`config.mk`:
```
export PLATFORM = sky130hd
export DESIGN_NAME = vga_tile_indexer
export DESIGN_NICKNAME = d
export VERILOG_FILES = /design/src/rtl/vga_tile_indexer.sv
export SDC_FILE = /design/constraint.sdc
export NUM_CORES = 1
export LEC_CHECK = 0
export ABC_AREA = 1
export CORE_AREA = 2 2 79 81
export CTS_CLUSTER_SIZE = 14
export DETAILED_ROUTE_END_ITERATION = 10
export DIE_AREA = 0 0 81 83
export PLACE_DENSITY = 0.67
export SLEW_MARGIN = 10
export SYNTH_ARGS = -nofsm -noshare
export SYNTH_HDL_FRONTEND = slang
export SYNTH_SLANG_ARGS = --single-unit
```
`constraint.sdc`:
```
create_clock -name clk_i -period 4.2 [get_ports clk_i]
set_input_delay 0.63 -clock clk_i [delete_from_list [all_inputs] [get_ports clk_i]]
set_output_delay 0.63 -clock clk_i [all_outputs]
set_load 0.005 [all_outputs]
```
`src/rtl/vga_tile_indexer.sv`:
```
// 640x480@60 timing generator that maps each active pixel to a tile-grid cell and fetches its
// 4-bit colour index from an external tile RAM. Sync/blank/colour leave on a common 2-tick pipeline.
module vga_tile_indexer #(
    parameter int unsigned HActive   = 640,
    parameter int unsigned HFp       = 16,
    parameter int unsigned HSync     = 96,
    parameter int unsigned HBp       = 48,
    parameter int unsigned VActive   = 480,
    parameter int unsigned VFp       = 10,
    parameter int unsigned VSync     = 2,
    parameter int unsigned VBp       = 33,
    parameter int unsigned TileShift = 5,
    parameter int unsigned GridW     = 20,
    parameter int unsigned GridH     = 15,
    parameter int unsigned AddrW     = 9,
    parameter logic [3:0]  BorderIdx = 4'hE,
    parameter logic [3:0]  BlankIdx  = 4'h7
) (
    input  logic             clk_i,
    input  logic             rst_ni,
    input  logic             pix_ce_i,
    output logic [AddrW-1:0] rd_addr_o,
    input  logic [3:0]       rd_data_i,
    output logic [3:0]       color_idx_o,
    output logic             hsync_o,
    output logic             vsync_o,
    output logic             blank_n_o,
    output logic             frame_start_o
);

    localparam int unsigned HTotal = HActive + HFp + HSync + HBp;
    localparam int unsigned VTotal = VActive + VFp + VSync + VBp;
    localparam int unsigned HW     = $clog2(HTotal);
    localparam int unsigned VW     = $clog2(VTotal);

    // Stage 0: raster counters
    logic [HW-1:0] h_cnt_q, h_cnt_d;
    logic [VW-1:0] v_cnt_q, v_cnt_d;

    // Stage 1: decoded position flags and tile RAM address
    logic             active_q, active_d;
    logic             in_grid_q, in_grid_d;
    logic             hs_q, hs_d;
    logic             vs_q, vs_d;
    logic             first_q, first_d;
    logic [AddrW-1:0] rd_addr_q, rd_addr_d;

    // Stage 2: outputs
    logic       hsync_q, vsync_q, blank_n_q, frame_start_q, frame_start_d;
    logic [3:0] color_q, color_d;

    logic [HW-1:0] h_tile;
    logic [VW-1:0] v_tile;

    assign h_tile = h_cnt_q >> TileShift;
    assign v_tile = v_cnt_q >> TileShift;

    always_comb begin
        h_cnt_d = h_cnt_q;
        v_cnt_d = v_cnt_q;
        if (h_cnt_q == HW'(HTotal - 1)) begin
            h_cnt_d = '0;
            if (v_cnt_q == VW'(VTotal - 1)) begin
                v_cnt_d = '0;
            end else begin
                v_cnt_d = v_cnt_q + VW'(1);
            end
        end else begin
            h_cnt_d = h_cnt_q + HW'(1);
        end
    end

    always_comb begin
        active_d  = (32'(h_cnt_q) < HActive) && (32'(v_cnt_q) < VActive);
        in_grid_d = (32'(h_tile) < GridW) && (32'(v_tile) < GridH);
        hs_d      = !((32'(h_cnt_q) >= HActive + HFp) && (32'(h_cnt_q) < HActive + HFp + HSync));
        vs_d      = !((32'(v_cnt_q) >= VActive + VFp) && (32'(v_cnt_q) < VActive + VFp + VSync));
        first_d   = (h_cnt_q == '0) && (v_cnt_q == '0);
        // Outside the grid the address holds so the RAM sees no needless toggles.
        rd_addr_d = rd_addr_q;
        if (in_grid_d) begin
            rd_addr_d = AddrW'(32'(v_tile) * GridW + 32'(h_tile));
        end
    end

    always_comb begin
        color_d = rd_data_i;
        if (!active_q) begin
            color_d = BlankIdx;
        end else if (!in_grid_q) begin
            color_d = BorderIdx;
        end
        // Not gated by pix_ce in the register, so the pulse lasts exactly one clk.
        frame_start_d = pix_ce_i && first_q;
    end

    always_ff @(posedge clk_i or negedge rst_ni) begin
        if (!rst_ni) begin
            h_cnt_q       <= '0;
            v_cnt_q       <= '0;
            active_q      <= 1'b0;
            in_grid_q     <= 1'b0;
            hs_q          <= 1'b1;
            vs_q          <= 1'b1;
            first_q       <= 1'b0;
            rd_addr_q     <= '0;
            hsync_q       <= 1'b1;
            vsync_q       <= 1'b1;
            blank_n_q     <= 1'b0;
            color_q       <= BlankIdx;
            frame_start_q <= 1'b0;
        end else begin
            frame_start_q <= frame_start_d;
            if (pix_ce_i) begin
                h_cnt_q   <= h_cnt_d;
                v_cnt_q   <= v_cnt_d;
                active_q  <= active_d;
                in_grid_q <= in_grid_d;
                hs_q      <= hs_d;
                vs_q      <= vs_d;
                first_q   <= first_d;
                rd_addr_q <= rd_addr_d;
                hsync_q   <= hs_q;
                vsync_q   <= vs_q;
                blank_n_q <= active_q;
                color_q   <= color_d;
            end
        end
    end

    assign rd_addr_o     = rd_addr_q;
    assign color_idx_o   = color_q;
    assign hsync_o       = hsync_q;
    assign vsync_o       = vsync_q;
    assign blank_n_o     = blank_n_q;
    assign frame_start_o = frame_start_q;

endmodule

```
# [Yosys cells after proc, flatten, opt, wreduce, memory -nomap -nowiden]
# Cells that the tools add are included.
[totals] ff_bits=42 inputBits=7
[classes] n_mul=1 mux=4 eq_ne=2 n_reduce_logical=12 addsub=3 magnitude_cmp=8
[ops] cell="10-bit by 1-bit adder with 10-bit output (second input constant)" n=2
[ops] cell="10-bit equality test (second input constant)" n=2
[ops] cell="10-bit zero test" n=2
[ops] cell="10-bit < comparator (second input constant)" n=2
[ops] cell="10-bit by 9-bit < comparator with 1-bit output (second input constant)" n=2
[ops] cell="10-bit two-way mux" n=2
[ops] cell="10-bit greater-or-equal comparator (second input constant)" n=1
[ops] cell="10-bit by 9-bit greater-or-equal comparator with 1-bit output (second input constant)" n=1
[ops] cell="9-bit by 5-bit adder with 9-bit output" n=1
[ops] cell="4-bit two-way mux" n=2
[ops] cell="5-bit by 3-bit multiplier with 7-bit output (second input constant)" n=1
[ops] cell="1-bit logical AND" n=6
[ops] cell="5-bit by 4-bit < comparator with 1-bit output (second input constant)" n=1
[ops] cell="5-bit < comparator (second input constant)" n=1
[ops] cell="2-bit AND reduction" n=2
[ops] cell="1-bit zero test" n=2

# [Depth between registers and ports, before layout]
# Gate-level depths: netlist (run 1).
[depth] depth_word=3 depth_mapped=11

# [Least setup slack after synthesis (run 1)]
# Ideal clock, no wire load.
[synth_path] path_kind="reg2reg" from="register v_cnt_q[6]" to="register rd_addr_q[8] (netlist: rd_addr_o[8])" setup_time_ns=0.118 path_stages_with_launch=12 slack_ns=2.298 n_path_buf=0 t_arrival_ns=1.784 path_cell_list="dfrtp_1 ha_1 ha_1 fa_1 inv_1 nand2_1 nand2_1 nand3_1 inv_1 nand2_1 nand3_1 nand2_1"
[synth_between] elab_chain_len=3 word_cells_on_any_way=5 cone_classes="1 x add/sub; 1 x mul; 1 x order compare; 2 x reduce/logical"
[synth_lines] element="start, declared" line="38" rtl="logic [VW-1:0] v_cnt_q, v_cnt_d;"
[synth_lines] element="start signal, assigned" line="116" rtl="v_cnt_q <= v_cnt_d;"
[synth_lines] element="branches (longest 3 deep; another with 9-bit by 5-bit adder with 9-bit output)"
[synth_lines] element="end signal, assigned" line="122" rtl="rd_addr_q <= rd_addr_d;"
[synth_lines] element="end, declared" line="46" rtl="logic [AddrW-1:0] rd_addr_q, rd_addr_d;"
# Parallel ways; which one is timed is not known.
# A chain may end at the register's enable or synchronous reset.

# [Final worst setup path (run 1)]
[layout_path] from="input pix_ce_i" to="register v_cnt_q[9]"
[layout_between] elab_chain_len=1
[layout_lines] element="start, declared" line="21" rtl="input logic pix_ce_i,"
[layout_lines] element="2-bit AND reduction (no line)"
# No other way between the ends.

==> impl_metrics.json, run 1 <==
{
  "setup_slack_ns": 2.05,
  "drt_iter0_markers": 145,
  "r2r-start": "v_cnt_q[6]",
  "synth_top_area_cell": "dfrtp_1",
  "numCtsBuffers": 5,
  "die-height_um": 83,
  "synthSimpleGateAreaFrac_pct": 29.1,
  "skew_ns": 0.0105,
  "critPathBufInv": 2,
  "synth_area_mm2": 0.00228,
  "clock-sinks": 41,
  "instances_no_fill": 384,
  "slew_violations": 0,
  "grt_max_degree": 42,
  "area_growth_pct": 17.9,
  "rsz0062_at_grt": "no",
  "dp.cells": 376,
  "synthTopCellsByArea": "dfrtp_1 (37%), nand2_1 (14%), dfstp_2 (8.1%)",
  "grt_pass1_vias": 1748,
  "rows": 28,
  "cp_slowest_stage_delay_ns": 0.62,
  "num_antenna_cells": 0,
  "antenna_found_initial": 0,
  "netlist-cell-type-count": 25,
  "clkLatencyLatePin_ns": 0.30,
  "fillers": 590,
  "place_ws_ns": 1.75,
  "cp-end-kind": "register",
  "cts_max_path_buffers": 2,
  "yosysTopAreaCellShare_pct": 37.4,
  "root_buffer": "clkbuf_8",
  "postRouteWirelength_um": 4410,
  "fin_crit_ns": 2.15,
  "vdd_ir_drop_max_v": 0.000173,
  "dieArea_mm2": 0.00672,
  "ant_nets": 0,
  "max_freq_mhz": 464,
  "synth_area_per_cell_um2": 8.10,
  "hpwl_um": 3310,
  "vias_per_cell": 4.84,
  "yosys_warnings": 0,
  "finalHoldViolCount": 0,
  "final_util_pct": 46.2,
  "worstMarginPinSlew_ns": 0.897,
  "io_pins": 24,
  "synthMuxAreaShare_pct": 0,
  "yosysSeqAreaShare_pct": 45.4,
  "ctsHtreeMaxLevel": 2,
  "crit_start": "pix_ce_i",
  "placed_area_mm2": 0.00258,
  "cts_tree": "done",
  "outcome": "finished clean",
  "final_common_cell": "nand2_1",
  "gp_congestion": 0.888,
  "drive_gt1_share_pct": 7.12,
  "crit_path_cell_trace": "clkdlybuf4s50_1 -> nand3_1 -> nor3_4 -> inv_1 -> nand2_1 -> o21ai_1",
  "cts_resized": 0,
  "drcViolationCount": 0,
  "total_power_mw": 1.17,
  "synth-xor-area-share_pct": 2.69,
  "setup_viol": 0,
  "fin_tns_setup_ns": 0,
  "grt_pass1_wl_um": 8090,
  "dieWidth_um": 81,
  "hold_buffers": 0,
  "critical-path-slowest-cell": "clkdlybuf4s50_1",
  "cp.arrival_ns": 2.33,
  "p_per_area_mw_per_mm2": 436,
  "cp.required_ns": 4.38,
  "critPathMaxFanout": 17,
  "synth_compound_area_share_pct": 6.65,
  "syn_nets": 303,
  "critPathKind": "primary input to register",
  "cts_setup_buffers": 0,
  "num-nets-final": 330,
  "maxCapViolations": 0,
  "synth_fa_ha_area_share_pct": 8.90,
  "cp-start-kind": "primary input",
  "initial_core_util_pct": 39.2,
  "period_share_pct": 51.3,
  "final_cell_mix": "nand2_1 (83), inv_1 (36), dfrtp_1 (34)",
  "grt-ovfl-total": 0,
  "drt_pass1_iterations": 4,
  "leakage_nw": 1.37,
  "cts.clk_slew.worst_paths_ns": 0.08,
  "synth_top_family_by_area": "simple AND/OR/NAND/NOR gates",
  "holdWs_ns": 0.444,
  "synth-seq-cells": 41,
  "fin_area_mm2": 0.00269,
  "core_mm2": 0.00582,
  "port_buffers": 23,
  "synthCells": 281,
  "path_delay_family": "simple AND/OR/NAND/NOR gates",
  "track_usage_pct": 15.2,
  "routed-via-count": 1860,
  "routedWlPerCell_um": 11.5,
  "min_path_type": "primary input to async pin",
  "maxSlewHeadroom_pct": 40.2
}
[cells in the mapped netlist, drive strengths merged]
cell type and number:
o22a 3, ha 13, buf 2, fa 2, nand4 13, dfstp 7
xnor2 3, o21ai 19, nor3b 1, nand3 25, inv 37, xor2 4
nor3 6, nor2 24, clkbuf 2, a21oi 2, dfrtp 34, a41oi 1
nand2 83
[sequential cells by signal (all words and copies together), names as in the netlist, 4 cells and up]
register,cells
h_cnt_q,10
v_cnt_q,10
rd_addr_o,9
color_idx_o,4
[where the power goes]
part           internal (mW)  total, mW  switching [mW]
registers              0.480      0.545          0.0653
clock network          0.176      0.309           0.133
logic                  0.148      0.317           0.168
[final timing paths]
check | to | slack, ns | cells past startpoint
setup / recovery | v_cnt_q[9] | 2.05 | 6
hold / removal | v_cnt_q[2] | 0.44 | 1
setup reg to reg | rd_addr_o[8] | 2.14 | 11
hold reg to reg | hsync_o | 0.47 | 2
max in group asynchronous | v_cnt_q[8] | 3.17 | 1
min in group clk_i | hsync_o | 0.47 | 2
[layer usage]
layer  vias to the layer above  GRT usage [%]  part of all wire [%]  wire [µm]
li1                        963              -                     -          -
met1                       863           21.7                    49       2140
met2                        28           22.7                    47       2060
met3                         6           3.91                   3.3        146
met4                         0           4.16                   1.5         65
met5                         -              0                     0          0
[cell families after synthesis]
logic type,Yosys count
adder cells (fa/ha/maj),15
flip-flops,41
XOR/XNOR,7
AO/OA/AOI/OAI,25
buffers and inverters,41
AND/OR/NAND/NOR,152
[layout make-up]
cell class	instances	area (µm²)	share of cell area, %
Timing Repair Buffer	24	233	8.67
Multi-Input combinational cell	199	1080	40.1
Tap cell	75	93.8	3.49
Inverter	37	139	5.17
Clock inverter	2	35.0	1.30
Sequential cell	41	1030	38.5
Clock buffer	6	72.6	2.70
[worst reg2reg max path, cell delays in order (launching register included)]
cell and delay [ns]:
dfrtp_1 0.48, ha_1 0.34, ha_1 0.23, fa_1 0.39, inv_1 0.06, nand2_1 0.04, nand2_1 0.11, nand3_1 0.10
inv_1 0.06, nand2_1 0.05, nand3_1 0.06, nand2_1 0.05
Note: power is estimated with default switching activity, not from simulation.
==> inputs of run 2 (changes only) <==
clock period = 2.2 ns   (was 4.2 ns; I/O delays follow)
==> impl_metrics.json, run 2 (synthesized netlist as in run 1, its figures left out) <==
{
  "outcome": "finished clean",
  "fillers": 584,
  "critical-path-slowest-cell": "dfrtp_1",
  "cp.required_ns": 2.39,
  "placed_area_mm2": 0.00261,
  "fin_area_mm2": 0.00272,
  "skew_ns": 0.00849,
  "max_freq_mhz": 496,
  "gp_congestion": 0.853,
  "hpwl_um": 3360,
  "multi_input_area_mm2": 0.00108,
  "vias_per_cell": 4.89,
  "io_pins": 24,
  "ctsHtreeMaxLevel": 2,
  "layout.area.seq_mm2": 0.00103,
  "cp-end-kind": "register",
  "period_share_pct": 91.7,
  "critPathMaxFanout": 6,
  "vdd_ir_drop_max_v": 0.000398,
  "dieWidth_um": 81,
  "place_ws_ns": 0.176,
  "maxCapViolations": 0,
  "drt_iter0_markers": 103,
  "r2r_cells": 11,
  "r2r-start": "v_cnt_q[6]",
  "maxSlewHeadroom_pct": 65.3,
  "num_antenna_cells": 0,
  "port_buffers": 23,
  "final_cell_mix": "nand2_1 (83), inv_1 (36), dfrtp_1 (34)",
  "grt_pass1_vias": 1832,
  "root_buffer": "clkbuf_8",
  "dieArea_mm2": 0.00672,
  "drt_pass1_iterations": 4,
  "crit_path_cell_trace": "ha_1 -> ha_1 -> fa_1 -> inv_1 -> nand2_1 -> nand2_1 -> nand3_1 -> inv_1 -> nand2_1 -> nand3_1 -> nand2_1",
  "instances_no_fill": 388,
  "cts_max_path_buffers": 2,
  "clkLatencyLatePin_ns": 0.30,
  "leakage_nw": 1.39,
  "worstMarginPinSlew_ns": 0.520,
  "cts_resized": 0,
  "dp.cells": 380,
  "initial_core_util_pct": 39.2,
  "cts_tree": "done",
  "setup_viol": 0,
  "antenna_found_initial": 0,
  "ant_nets": 0,
  "clock-sinks": 41,
  "cts.clk_slew.worst_paths_ns": 0.09,
  "routed-via-count": 1898,
  "cp_common_cell": "nand2_1",
  "setup_slack_ns": 0.182,
  "routedWlPerCell_um": 11.7,
  "fin_crit_ns": 2.02,
  "min_path_type": "primary input to async pin",
  "num-nets-final": 334,
  "numCtsBuffers": 5,
  "grt_pass1_wl_um": 8140,
  "drive_gt1_share_pct": 8.63,
  "grt_max_degree": 42,
  "rsz0062_at_grt": "no",
  "timing.rr.end": "rd_addr_o[8]",
  "grt-ovfl-total": 0,
  "fin_tns_setup_ns": 0,
  "hold_buffers": 0,
  "area_growth_pct": 19.6,
  "cp.arrival_ns": 2.21,
  "core_mm2": 0.00582,
  "final_common_cell": "nand2_1",
  "reg2reg_slack_ns": 0.18,
  "holdWs_ns": 0.0767,
  "cts_setup_buffers": 0,
  "finalHoldViolCount": 0,
  "critPathKind": "register to register",
  "p_per_area_mw_per_mm2": 834,
  "rows": 28,
  "slew_violations": 0,
  "cp_slowest_stage_delay_ns": 0.46,
  "cp-start-kind": "register",
  "postRouteWirelength_um": 4520,
  "drcViolationCount": 0,
  "track_usage_pct": 15.0,
  "die-height_um": 83
}
-- run 2: changes by cell type in the layout (fill, tap and decap cells not counted) --
cell | previous run | this run
buf_4 | 1 | 5
clkbuf_1 | 1 | 0
clkinv_2 | 1 | 0
clkinv_4 | 0 | 1
clkinvlp_4 | 0 | 1
-- run 2: worst max-delay path by stage --
| stage | from | end | slack [ns] | cells after the start |
|---|---|---|---|---|
| 2_1_floorplan | v_cnt_q[6] | rd_addr_o[8] | 0.30 | 11 |
| 3_3_place_gp | v_cnt_q[6] | rd_addr_o[8] | 0.23 | 11 |
| 3_5_place_dp | v_cnt_q[6] | rd_addr_o[8] | 0.18 | 11 |
| 4_1_cts | v_cnt_q[6] | rd_addr_o[8] | 0.17 | 11 |
| 5_1_grt | v_cnt_q[6] | rd_addr_o[8] | 0.03 | 11 |
| 6_report | v_cnt_q[6] | rd_addr_o[8] | 0.18 | 11 |
-- run 2: through the flow --
stage | power, mW | utilization (%)
6_report | 2.27 | 46.8
2_1_floorplan | 1.40 | -
3_3_place_gp | 1.66 | 44.8
3_5_place_dp | 1.67 | 44.8
5_1_grt | 2.45 | 46.8
4_1_cts | 2.30 | 46.8
-- run 2: layout make-up --
cell class | count | area share [%]
clock buffer | 5 | 2.53
tap | 75 | 3.45
sequential | 41 | 38.0
multi-input combinational | 199 | 39.6
inverter | 37 | 5.10
timing repair buffer | 28 | 9.65
clock inverter | 3 | 1.70
-- run 2: critical path, delay by kind of cell, from the launching register on --
kind                     cells  cell delay, ns
AND/OR/NAND/NOR              6            0.40
flip-flops                   1            0.46
buffers and inverters        2            0.12
adder cells (fa/ha/maj)      3            0.93
-- run 2: power breakdown --
| group | internal [mW] | switching, mW |
|---|---|---|
| Clock | 0.340 | 0.281 |
| Combinational | 0.291 | 0.320 |
| Sequential | 0.915 | 0.124 |
-- run 2: layer usage --
layer | up-vias | share of wire (%) | track usage, %
li1 | 967 | - | -
met2 | 30 | 46 | 24.9
met4 | 0 | 1.1 | 3.70
met5 | - | 0 | 0
met3 | 4 | 3.4 | 3.37
met1 | 897 | 49 | 19.8
